<file path="config.mk">
export PLATFORM = sky130hd
export DESIGN_NAME = writeback_arbiter
export DESIGN_NICKNAME = d
export VERILOG_FILES = /design/src/rtl/writeback_arbiter.sv
export SDC_FILE = /design/constraint.sdc
export NUM_CORES = 1
export LEC_CHECK = 0
export BUFFER_PORTS_ARGS = -buffer_cell sky130_fd_sc_hd__buf_2
export CAP_MARGIN = 15
export CORE_MARGIN = 4
export CORE_UTILIZATION = 30
export DETAILED_ROUTE_END_ITERATION = 10
export PLACE_DENSITY = 0.53
export SYNTH_ARGS = -nofsm -noshare
export SYNTH_HDL_FRONTEND = slang
export SYNTH_SLANG_ARGS = --single-unit
</file>
<file path="constraint.sdc">
create_clock -name clock -period 9.4 [get_ports clock]
set_input_delay 1.88 -clock clock [delete_from_list [all_inputs] [get_ports clock]]
set_output_delay 1.88 -clock clock [all_outputs]
set_load 0.03 [all_outputs]
</file>
<file path="src/rtl/writeback_arbiter.sv">
// Arbitrates ALU and load writebacks onto the single register-bank write port.
// Same-cycle losers are buffered in an in-order FIFO; commit order always follows age.
module writeback_arbiter #(
  parameter int unsigned DEPTH = 4,
  parameter int unsigned PTR_W = 2
) (
  input  logic             clock,
  input  logic             reset,
  input  logic             alu_valid,
  input  logic [4:0]       alu_addr,
  input  logic [31:0]      alu_data,
  input  logic             mem_valid,
  input  logic [4:0]       mem_addr,
  input  logic [31:0]      mem_data,
  input  logic [4:0]       qa,
  input  logic [4:0]       qb,
  output logic             enc,
  output logic [4:0]       addrc,
  output logic [31:0]      datac,
  output logic             pend_a,
  output logic             pend_b,
  output logic             stall,
  output logic             overflow,
  output logic [PTR_W:0]   count
);

  localparam int unsigned CntW = PTR_W + 1;

  logic [4:0]       fifo_addr_q [DEPTH];
  logic [31:0]      fifo_data_q [DEPTH];
  logic [PTR_W-1:0] rd_ptr_q, wr_ptr_q, wr_ptr_p1;
  logic [PTR_W:0]   count_q, count_d, space;
  logic             enc_q, overflow_q;
  logic [4:0]       addrc_q;
  logic [31:0]      datac_q;

  logic             mem_ok, alu_ok, head_ok;
  logic             sel_valid, pop;
  logic [4:0]       sel_addr, pa_addr, pb_addr;
  logic [31:0]      sel_data, pa_data, pb_data;
  logic             pa_v, pb_v, acc_a, acc_b, drop;
  logic [1:0]       n_push;

  // Writes to r0 are architecturally void, so they never enter the arbiter.
  assign mem_ok  = mem_valid && (mem_addr != 5'd0);
  assign alu_ok  = alu_valid && (alu_addr != 5'd0);
  assign head_ok = (count_q != '0);

  always_comb begin
    sel_valid = 1'b0;
    sel_addr  = '0;
    sel_data  = '0;
    pop       = 1'b0;
    pa_v      = 1'b0;
    pa_addr   = '0;
    pa_data   = '0;
    pb_v      = 1'b0;
    pb_addr   = alu_addr;
    pb_data   = alu_data;
    if (head_ok) begin
      sel_valid = 1'b1;
      sel_addr  = fifo_addr_q[rd_ptr_q];
      sel_data  = fifo_data_q[rd_ptr_q];
      pop       = 1'b1;
      pa_v      = mem_ok || alu_ok;
      pa_addr   = mem_ok ? mem_addr : alu_addr;
      pa_data   = mem_ok ? mem_data : alu_data;
      pb_v      = mem_ok && alu_ok;
    end else if (mem_ok) begin
      sel_valid = 1'b1;
      sel_addr  = mem_addr;
      sel_data  = mem_data;
      pa_v      = alu_ok;
      pa_addr   = alu_addr;
      pa_data   = alu_data;
    end else if (alu_ok) begin
      sel_valid = 1'b1;
      sel_addr  = alu_addr;
      sel_data  = alu_data;
    end
  end

  // Pushes are accepted in age order, so the youngest (alu) item is the first to be dropped.
  assign space     = CntW'(DEPTH) - count_q + CntW'(pop);
  assign acc_a     = pa_v && (space != '0);
  assign acc_b     = pb_v && (space >= CntW'(2));
  assign drop      = (pa_v && !acc_a) || (pb_v && !acc_b);
  assign n_push    = {1'b0, acc_a} + {1'b0, acc_b};
  assign count_d   = count_q - CntW'(pop) + CntW'(n_push);
  assign wr_ptr_p1 = wr_ptr_q + PTR_W'(1);

  always_ff @(posedge clock) begin
    if (reset) begin
      rd_ptr_q   <= '0;
      wr_ptr_q   <= '0;
      count_q    <= '0;
      enc_q      <= 1'b0;
      addrc_q    <= '0;
      datac_q    <= '0;
      overflow_q <= 1'b0;
    end else begin
      rd_ptr_q   <= rd_ptr_q + PTR_W'(pop);
      wr_ptr_q   <= wr_ptr_q + PTR_W'(n_push);
      count_q    <= count_d;
      enc_q      <= sel_valid;
      overflow_q <= overflow_q || drop;
      if (sel_valid) begin
        addrc_q <= sel_addr;
        datac_q <= sel_data;
      end
    end
  end

  always_ff @(posedge clock) begin
    if (acc_a) begin
      fifo_addr_q[wr_ptr_q] <= pa_addr;
      fifo_data_q[wr_ptr_q] <= pa_data;
    end
    if (acc_b) begin
      fifo_addr_q[wr_ptr_p1] <= pb_addr;
      fifo_data_q[wr_ptr_p1] <= pb_data;
    end
  end

  // The committing write counts as pending: the bank returns the old value on that edge.
  always_comb begin
    logic [PTR_W-1:0] offset;
    pend_a = 1'b0;
    pend_b = 1'b0;
    for (int unsigned i = 0; i < DEPTH; i++) begin
      offset = PTR_W'(i) - rd_ptr_q;
      if ({1'b0, offset} < count_q) begin
        if (fifo_addr_q[i] == qa) pend_a = 1'b1;
        if (fifo_addr_q[i] == qb) pend_b = 1'b1;
      end
    end
    if ((mem_ok && mem_addr == qa) || (alu_ok && alu_addr == qa) || (enc_q && addrc_q == qa)) begin
      pend_a = 1'b1;
    end
    if ((mem_ok && mem_addr == qb) || (alu_ok && alu_addr == qb) || (enc_q && addrc_q == qb)) begin
      pend_b = 1'b1;
    end
    if (qa == 5'd0) pend_a = 1'b0;
    if (qb == 5'd0) pend_b = 1'b0;
  end

  assign enc      = enc_q;
  assign addrc    = addrc_q;
  assign datac    = datac_q;
  assign overflow = overflow_q;
  assign count    = count_q;
  assign stall    = (count_q >= CntW'(DEPTH - 1));

endmodule

</file>
==> results of run 1 <==
[where the power goes]
part / total (mW) / internal (mW) / switching [mW]
Combinational: 2.15 / 0.843 / 1.31
Clock: 0.732 / 0.377 / 0.355
Sequential: 1.59 / 1.38 / 0.205
[layer usage]
| layer | GRT usage [%] | vias up |
|---|---|---|
| li1 | - | 3450 |
| met1 | 23.2 | 3823 |
| met2 | 28.7 | 282 |
| met3 | 3.70 | 42 |
| met4 | 4.04 | 12 |
| met5 | 0 | - |
[registers in the layout (all words and copies together), names as in the netlist]
| name | cells |
|---|---|
| count | 3 |
| enc | 1 |
| rd_ptr_q | 2 |
| overflow | 1 |
| addrc | 5 |
| fifo_addr_q | 20 |
| fifo_data_q | 128 |
| wr_ptr_q | 2 |
| datac | 32 |
[cell families (layout without fill, tap and decap cells)]
family                     Yosys count  in the layout
AOI/OAI and AO/OA                  246            246
muxes                               37             37
DFF                                194            194
and+or+nand+nor                    162            162
xor gates and xnor gates            78             78
buffers and inverters               84            194
adders and majority gates           14             14
other                                0              4
[worst max-delay path: stages]
cell	delay, ns
buf_2	0.13
or4_1	0.55
o21ai_1	0.45
nor4_1	0.16
nor4_1	0.30
a21oi_1	0.13
buf_2	0.19
[path summary, 6_finish.rpt]
kind | startpoint | endpoint | slack, ns | cells past startpoint
max | mem_addr[1] | pend_b | 3.72 | 7
min | datac[3]$_SDFFE_PP0P_ | datac[3]$_SDFFE_PP0P_ | 0.48 | 1
max reg2reg | count[2]$_SDFF_PP0_ | count[2]$_SDFF_PP0_ | 4.73 | 19
min reg2reg | datac[3]$_SDFFE_PP0P_ | datac[3]$_SDFFE_PP0P_ | 0.48 | 1
[area by class of cell]
| type | count | area share [%] |
|---|---|---|
| repair buffers | 149 | 6.54 |
| diodes | 4 | 0.0830 |
| inverters | 13 | 0.405 |
| clock buffers | 18 | 3.56 |
| multi-input cells | 537 | 39.0 |
| clock inverters | 14 | 1.24 |
| well taps | 448 | 4.65 |
| flip-flops and latches | 194 | 44.6 |
[metrics by stage]
stage	setup slack [ns]	instances	total power [mW]	cell area, sq um
after detailed placement	3.76	1341	3.78	11500
after global placement	3.76	1341	3.76	11500
after global routing	3.58	1376	4.73	12100
after floorplan	4.15	815	3.09	10400
after CTS	3.74	1373	4.52	12000
final	3.72	1377	4.47	12100
[cell usage in the layout, fill, tap and decap left out, types with 2 or more instances in the layout]
master and instances:
a22o_1 160, edfxtp_1 148, buf_2 132, nor2_1 83, dfxtp_1 44, xnor2_1 42
mux4_2 37, xor2_1 35, a221o_1 32, o22ai_1 22, nand2_1 20, clkbuf_16 17
buf_4 17, nor4_1 16, inv_1 12, nand3_1 12, ha_1 12, nor3_1 6
or4_1 5, o21ai_4 5, a221oi_1 5, o31ai_1 5, inv_8 5, diode_2 4
nand2b_1 4, nor2_4 4, nor2b_1 4, a21oi_1 3, and2_1 2, a31oi_1 2
o22ai_4 2, o21ba_2 2, and3_1 2, inv_6 2, clkinv_1 2
==> results by group, run 1 <==
Worst hold path
  – Worst hold path class: reg2reg

Global route
  – Vias in the first global route: 7728
  – GR Overflow Total: 0
  – Gr usage total: 17.3%
  – Largest net degree at the start of global routing: 48
  – Initial antenna violation count: 9
  – First-pass GRT wire length: 49700 microns

Die
  – Initial core utilization: 30.7%
  – Die Area: 37700 sq um
  – Die W: 194 microns
  – DIE HEIGHT: 194 microns
  – Top Ports: 133
  – Row count: 67
  – Core Footprint: 33900 sq um

Drt
  – Post-Route M1 WL: 14700 microns
  – Vias: 7609
  – DRC: 0
  – Drt via density: 5.53
  – Top routing layer used: met5
  – Wire length per cell: 24.3 microns
  – Iter 0 DRT Violations: 547
  – Met3 WL: 2230 microns
  – Detailed Route WL: 33500 microns
  – WL met2: 16100 microns
  – Post-DRT Antenna Nets: 0
  – DRT Pass-1 Iters: 5

Clocking
  – Clk pin slew, worst setup/hold paths: 0.07 ns
  – Resized Gates After CTS: 0
  – Worst-skew pair later-pin latency: 0.43 ns
  – Setup bufs post-CTS: 0
  – CTS Hold Bufs: 0
  – Root Driver: clkbuf_16
  – CTS tree: yes
  – Clk buf depth: 2
  – CTS sink cnt: 194
  – CTS buffer count: 17
  – H-tree Lvls: 4

Worst setup path
  – Critical path data arrival time: 3.80 ns
  – Crit Path Max Fanout: 7
  – Worst Setup Start Kind: primary input
  – Worst EP required: 7.52 ns
  – Crit end category: primary output
  – Crit Path Category: in2out

Final layout
  – Multi-input logic area: 4700 sq um
  – Register area: 5370 sq um
  – Share of post-route cells with drive strength above 1: 25.8%
  – Final Util: 35.6%
  – Nets: 1013
  – P&R area growth vs syn: 16.0%
  – Fillers: 3395

Outcome
  – Status: complete, no violations

Logic synthesis
  – Area leader, netlist: edfxtp_1
  – Post-synth EDFFs: 148
  – Synth Area in Adders: 1.73%
  – Post-synthesis mux area share: 8.02%
  – Simple-Gate Fraction of Synth Area: 7.34%
  – XOR/XNOR Fraction of Synth Area: 6.76%
  – Mapped Area: 10400 sq um
  – Register bit total from synthesis: 194
  – Syn Inst Count: 815
  – Seq/Total Area, Yosys: 51.7%
  – Yosys cell types: 47
  – Post-Synthesis Net Count: 916
  – Avg Inst Size Synth: 12.7 sq um
  – Main synth FF type: edfxtp_1
  – Count leader, synth: a22o_1
  – Yosys top cell area share: 42.8%
  – Asr flop ratio synth: 0%
  – Synth top area cells: edfxtp_1, a22o_1, dfxtp_1
  – Synth top cells by count: a22o_1, edfxtp_1, nor2_1
  – Largest family of logic cells by synthesized area: compound AO/OA/AOI/OAI gates
  – Compound-gate portion of the synthesized area: 20.5%
  – Ys Warns: 0

Placement
  – # port buffers: 132
  – Final HPWL DP: 19700 microns
  – RD Place Congestion: 0.828

Timing
  – Setup TNS: 0 ns
  – Final hold slack: 0.478 ns
  – Max Slew Vio Count: 0
  – Minimum clock period: 5.68 ns
  – RSZ-0062 raised after global routing: false
  – Endpoints failing setup: 0
  – Final hold viol count: 0
  – Layout Skew: 0.0107 ns
  – Max-slew headroom: 25.1%
  – Fin crit share: 60.4%
  – Least-Margin Pin Slew: 1.12 ns
  – Max Freq: 176 MHz

Pwr
  – Leakage Power: 4.46 nW
  – Max VDD drop: 0.173 mV
  – Power density cells: 371 nW/um^2

Flow run
  – Max-cap violations: 0
Note: power is estimated with default switching activity, not from simulation.
==> inputs of run 2 (changes only) <==
clock period = 5.4 ns   (was 9.4 ns; I/O delays follow)
==> results by group, run 2 (synthesis results as in run 1) <==
Clocking
  – CTS tree: yes
  – Resized Gates After CTS: 0
  – CTS buffer count: 17
  – H-tree Lvls: 4
  – CTS Hold Bufs: 0
  – CTS sink cnt: 194
  – Clk pin slew, worst setup/hold paths: 0.07 ns
  – Setup bufs post-CTS: 0
  – Clk buf depth: 2
  – Root Driver: clkbuf_16
  – Worst-skew pair later-pin latency: 0.44 ns

Worst setup path
  – Worst EP required: 5.69 ns
  – End of the critical path: count[2]$_SDFF_PP0_
  – Critical path buffers and inverters: 5
  – Crit Path Category: in2reg
  – Worst Reg-to-Reg Cells: 19
  – Origin of the worst setup path: alu_addr[3]
  – Reg-to-Reg Start: count[2]$_SDFF_PP0_
  – Worst path top cell family by delay: adder cells
  – Cell mode on critical path: inv_1
  – Critical path data arrival time: 4.36 ns
  – WP depth: 16
  – Crit end category: flop
  – Reg-to-reg slack, setup: 1.69 ns
  – Worst path slowest cell: or4_1
  – R2R Path End: count[2]$_SDFF_PP0_
  – Crit-path max cell delay: 0.60 ns
  – Crit Path Max Fanout: 5
  – Worst path cell trace: buf_2 -> or4_1 -> o21a_1 -> maj3_1 -> nand2_1 -> inv_1 -> ha_1 -> inv_1 -> ha_1 -> inv_1 -> ha_1 -> inv_1 -> fa_1 -> xnor2_1 -> xnor2_1 -> nor2_1
  – Worst Setup Start Kind: primary input

Drt
  – Wire length per cell: 24.4 microns
  – Detailed Route WL: 33700 microns
  – Post-DRT Antenna Nets: 0
  – Drt via density: 5.63
  – DRT Pass-1 Iters: 4
  – Vias: 7764
  – Iter 0 DRT Violations: 603
  – DRC: 0

Timing
  – Minimum clock period: 4.07 ns
  – Least-Margin Pin Slew: 1.12 ns
  – Layout Skew: 0.0185 ns
  – Max Slew Vio Count: 0
  – Setup TNS: 0 ns
  – Max Freq: 246 MHz
  – Final hold viol count: 0
  – Fin crit share: 75.4%
  – Max-slew headroom: 25.1%
  – Endpoints failing setup: 0
  – RSZ-0062 raised after global routing: false

Global route
  – Gr usage total: 17.4%
  – Vias in the first global route: 8046
  – Largest net degree at the start of global routing: 47
  – Initial antenna violation count: 8
  – First-pass GRT wire length: 50300 microns
  – GR Overflow Total: 0

Final layout
  – Share of post-route cells with drive strength above 1: 26.6%
  – Max reg flops: 128
  – Final Instance Count excl. Fillers: 1379
  – P&R area growth vs syn: 17.2%
  – Fillers: 3357
  – Commonest cells after routing, fill and taps aside: a22o_1, edfxtp_1, buf_2
  – Biggest register: fifo_data_q
  – Commonest non-fill, non-tap cell in the layout: a22o_1
  – Nets: 1018

Placement
  – RD Place Congestion: 0.816
  – # port buffers: 132
  – Final HPWL DP: 20500 microns
  – Post-Place Cells: 1346

Die
  – DIE HEIGHT: 194 microns
  – Row count: 67
  – Die Area: 37700 sq um
  – Initial core utilization: 30.7%
  – Die W: 194 microns
  – Core Footprint: 33900 sq um
  – Top Ports: 133

Worst hold path
  – Worst hold path class: reg2reg

Pwr
  – Leakage Power: 4.52 nW
  – Power density cells: 654 nW/um^2
  – Max VDD drop: 0.271 mV
  – Total power: 7.97 mW

Flow run
  – Max-cap violations: 0

Outcome
  – Status: complete, no violations
==> run 2: worst register-to-register path, stage by stage (launching register included) <==
cell and delay, ns:
dfxtp_1 0.60, nor3_4 0.06, ha_1 0.18, inv_1 0.05, ha_1 0.14, xor2_1 0.14
nor2_1 0.12, or4_1 0.47, buf_4 0.22, inv_1 0.11, ha_1 0.24, inv_1 0.06
ha_1 0.22, inv_1 0.06, ha_1 0.13, inv_1 0.05, fa_1 0.37, xnor2_1 0.17
xnor2_1 0.14, nor2_1 0.05
==> run 2: layer usage <==
metal / up-vias / global-route usage (%) / share of wire, %
met5: - / 0 / 0.21
met4: 14 / 4.19 / 1.3
met3: 47 / 4.10 / 6.5
met2: 297 / 29.6 / 49
met1: 3958 / 22.6 / 43
li1: 3448 / - / -
==> run 2: power breakdown <==
group	total (mW)	leakage [nW]	switching (mW)	internal, mW
Combinational	3.85	2.44	2.36	1.48
Clock	1.43	0.319	0.664	0.764
Sequential	2.69	1.76	0.290	2.40
==> run 2: worst min-delay path by stage <==
stage | end | startpoint | slack, ns | cells after the start
2_1_floorplan | rd_ptr_q[0]$_SDFF_PP0_ | rd_ptr_q[0]$_SDFF_PP0_ | 0.56 | 2
3_3_place_gp | datac[3]$_SDFFE_PP0P_ | datac[3]$_SDFFE_PP0P_ | 0.46 | 1
3_5_place_dp | datac[3]$_SDFFE_PP0P_ | datac[3]$_SDFFE_PP0P_ | 0.46 | 1
4_1_cts | datac[3]$_SDFFE_PP0P_ | datac[3]$_SDFFE_PP0P_ | 0.48 | 1
5_1_grt | datac[3]$_SDFFE_PP0P_ | datac[3]$_SDFFE_PP0P_ | 0.50 | 1
6_report | datac[3]$_SDFFE_PP0P_ | datac[3]$_SDFFE_PP0P_ | 0.48 | 1
==> run 2: area by class of cell <==
type	instances	area, sq um	area share (%)
Antenna cell	1	2.50	0.0206
Clock buffer	17	425	3.49
Clock inverter	15	244	2.00
Inverter	13	48.8	0.401
Multi-Input combinational cell	537	4700	38.6
Sequential cell	194	5370	44.1
Tap cell	448	561	4.60
Timing Repair Buffer	154	826	6.78
==> run 2: stage by stage <==
stage | setup slack [ns] | cell area (sq um) | utilization, % | hold WS, ns
CTS | 1.34 | 12200 | 35.9 | 0.480
detailed placement | 0.889 | 11500 | 34.0 | 0.460
global route | 1.22 | 12200 | 36.0 | 0.500
global placement | 0.905 | 11500 | 34.0 | 0.459
finish | 1.33 | 12200 | 36.0 | 0.480
floorplan | 0.756 | 10400 | - | 0.558
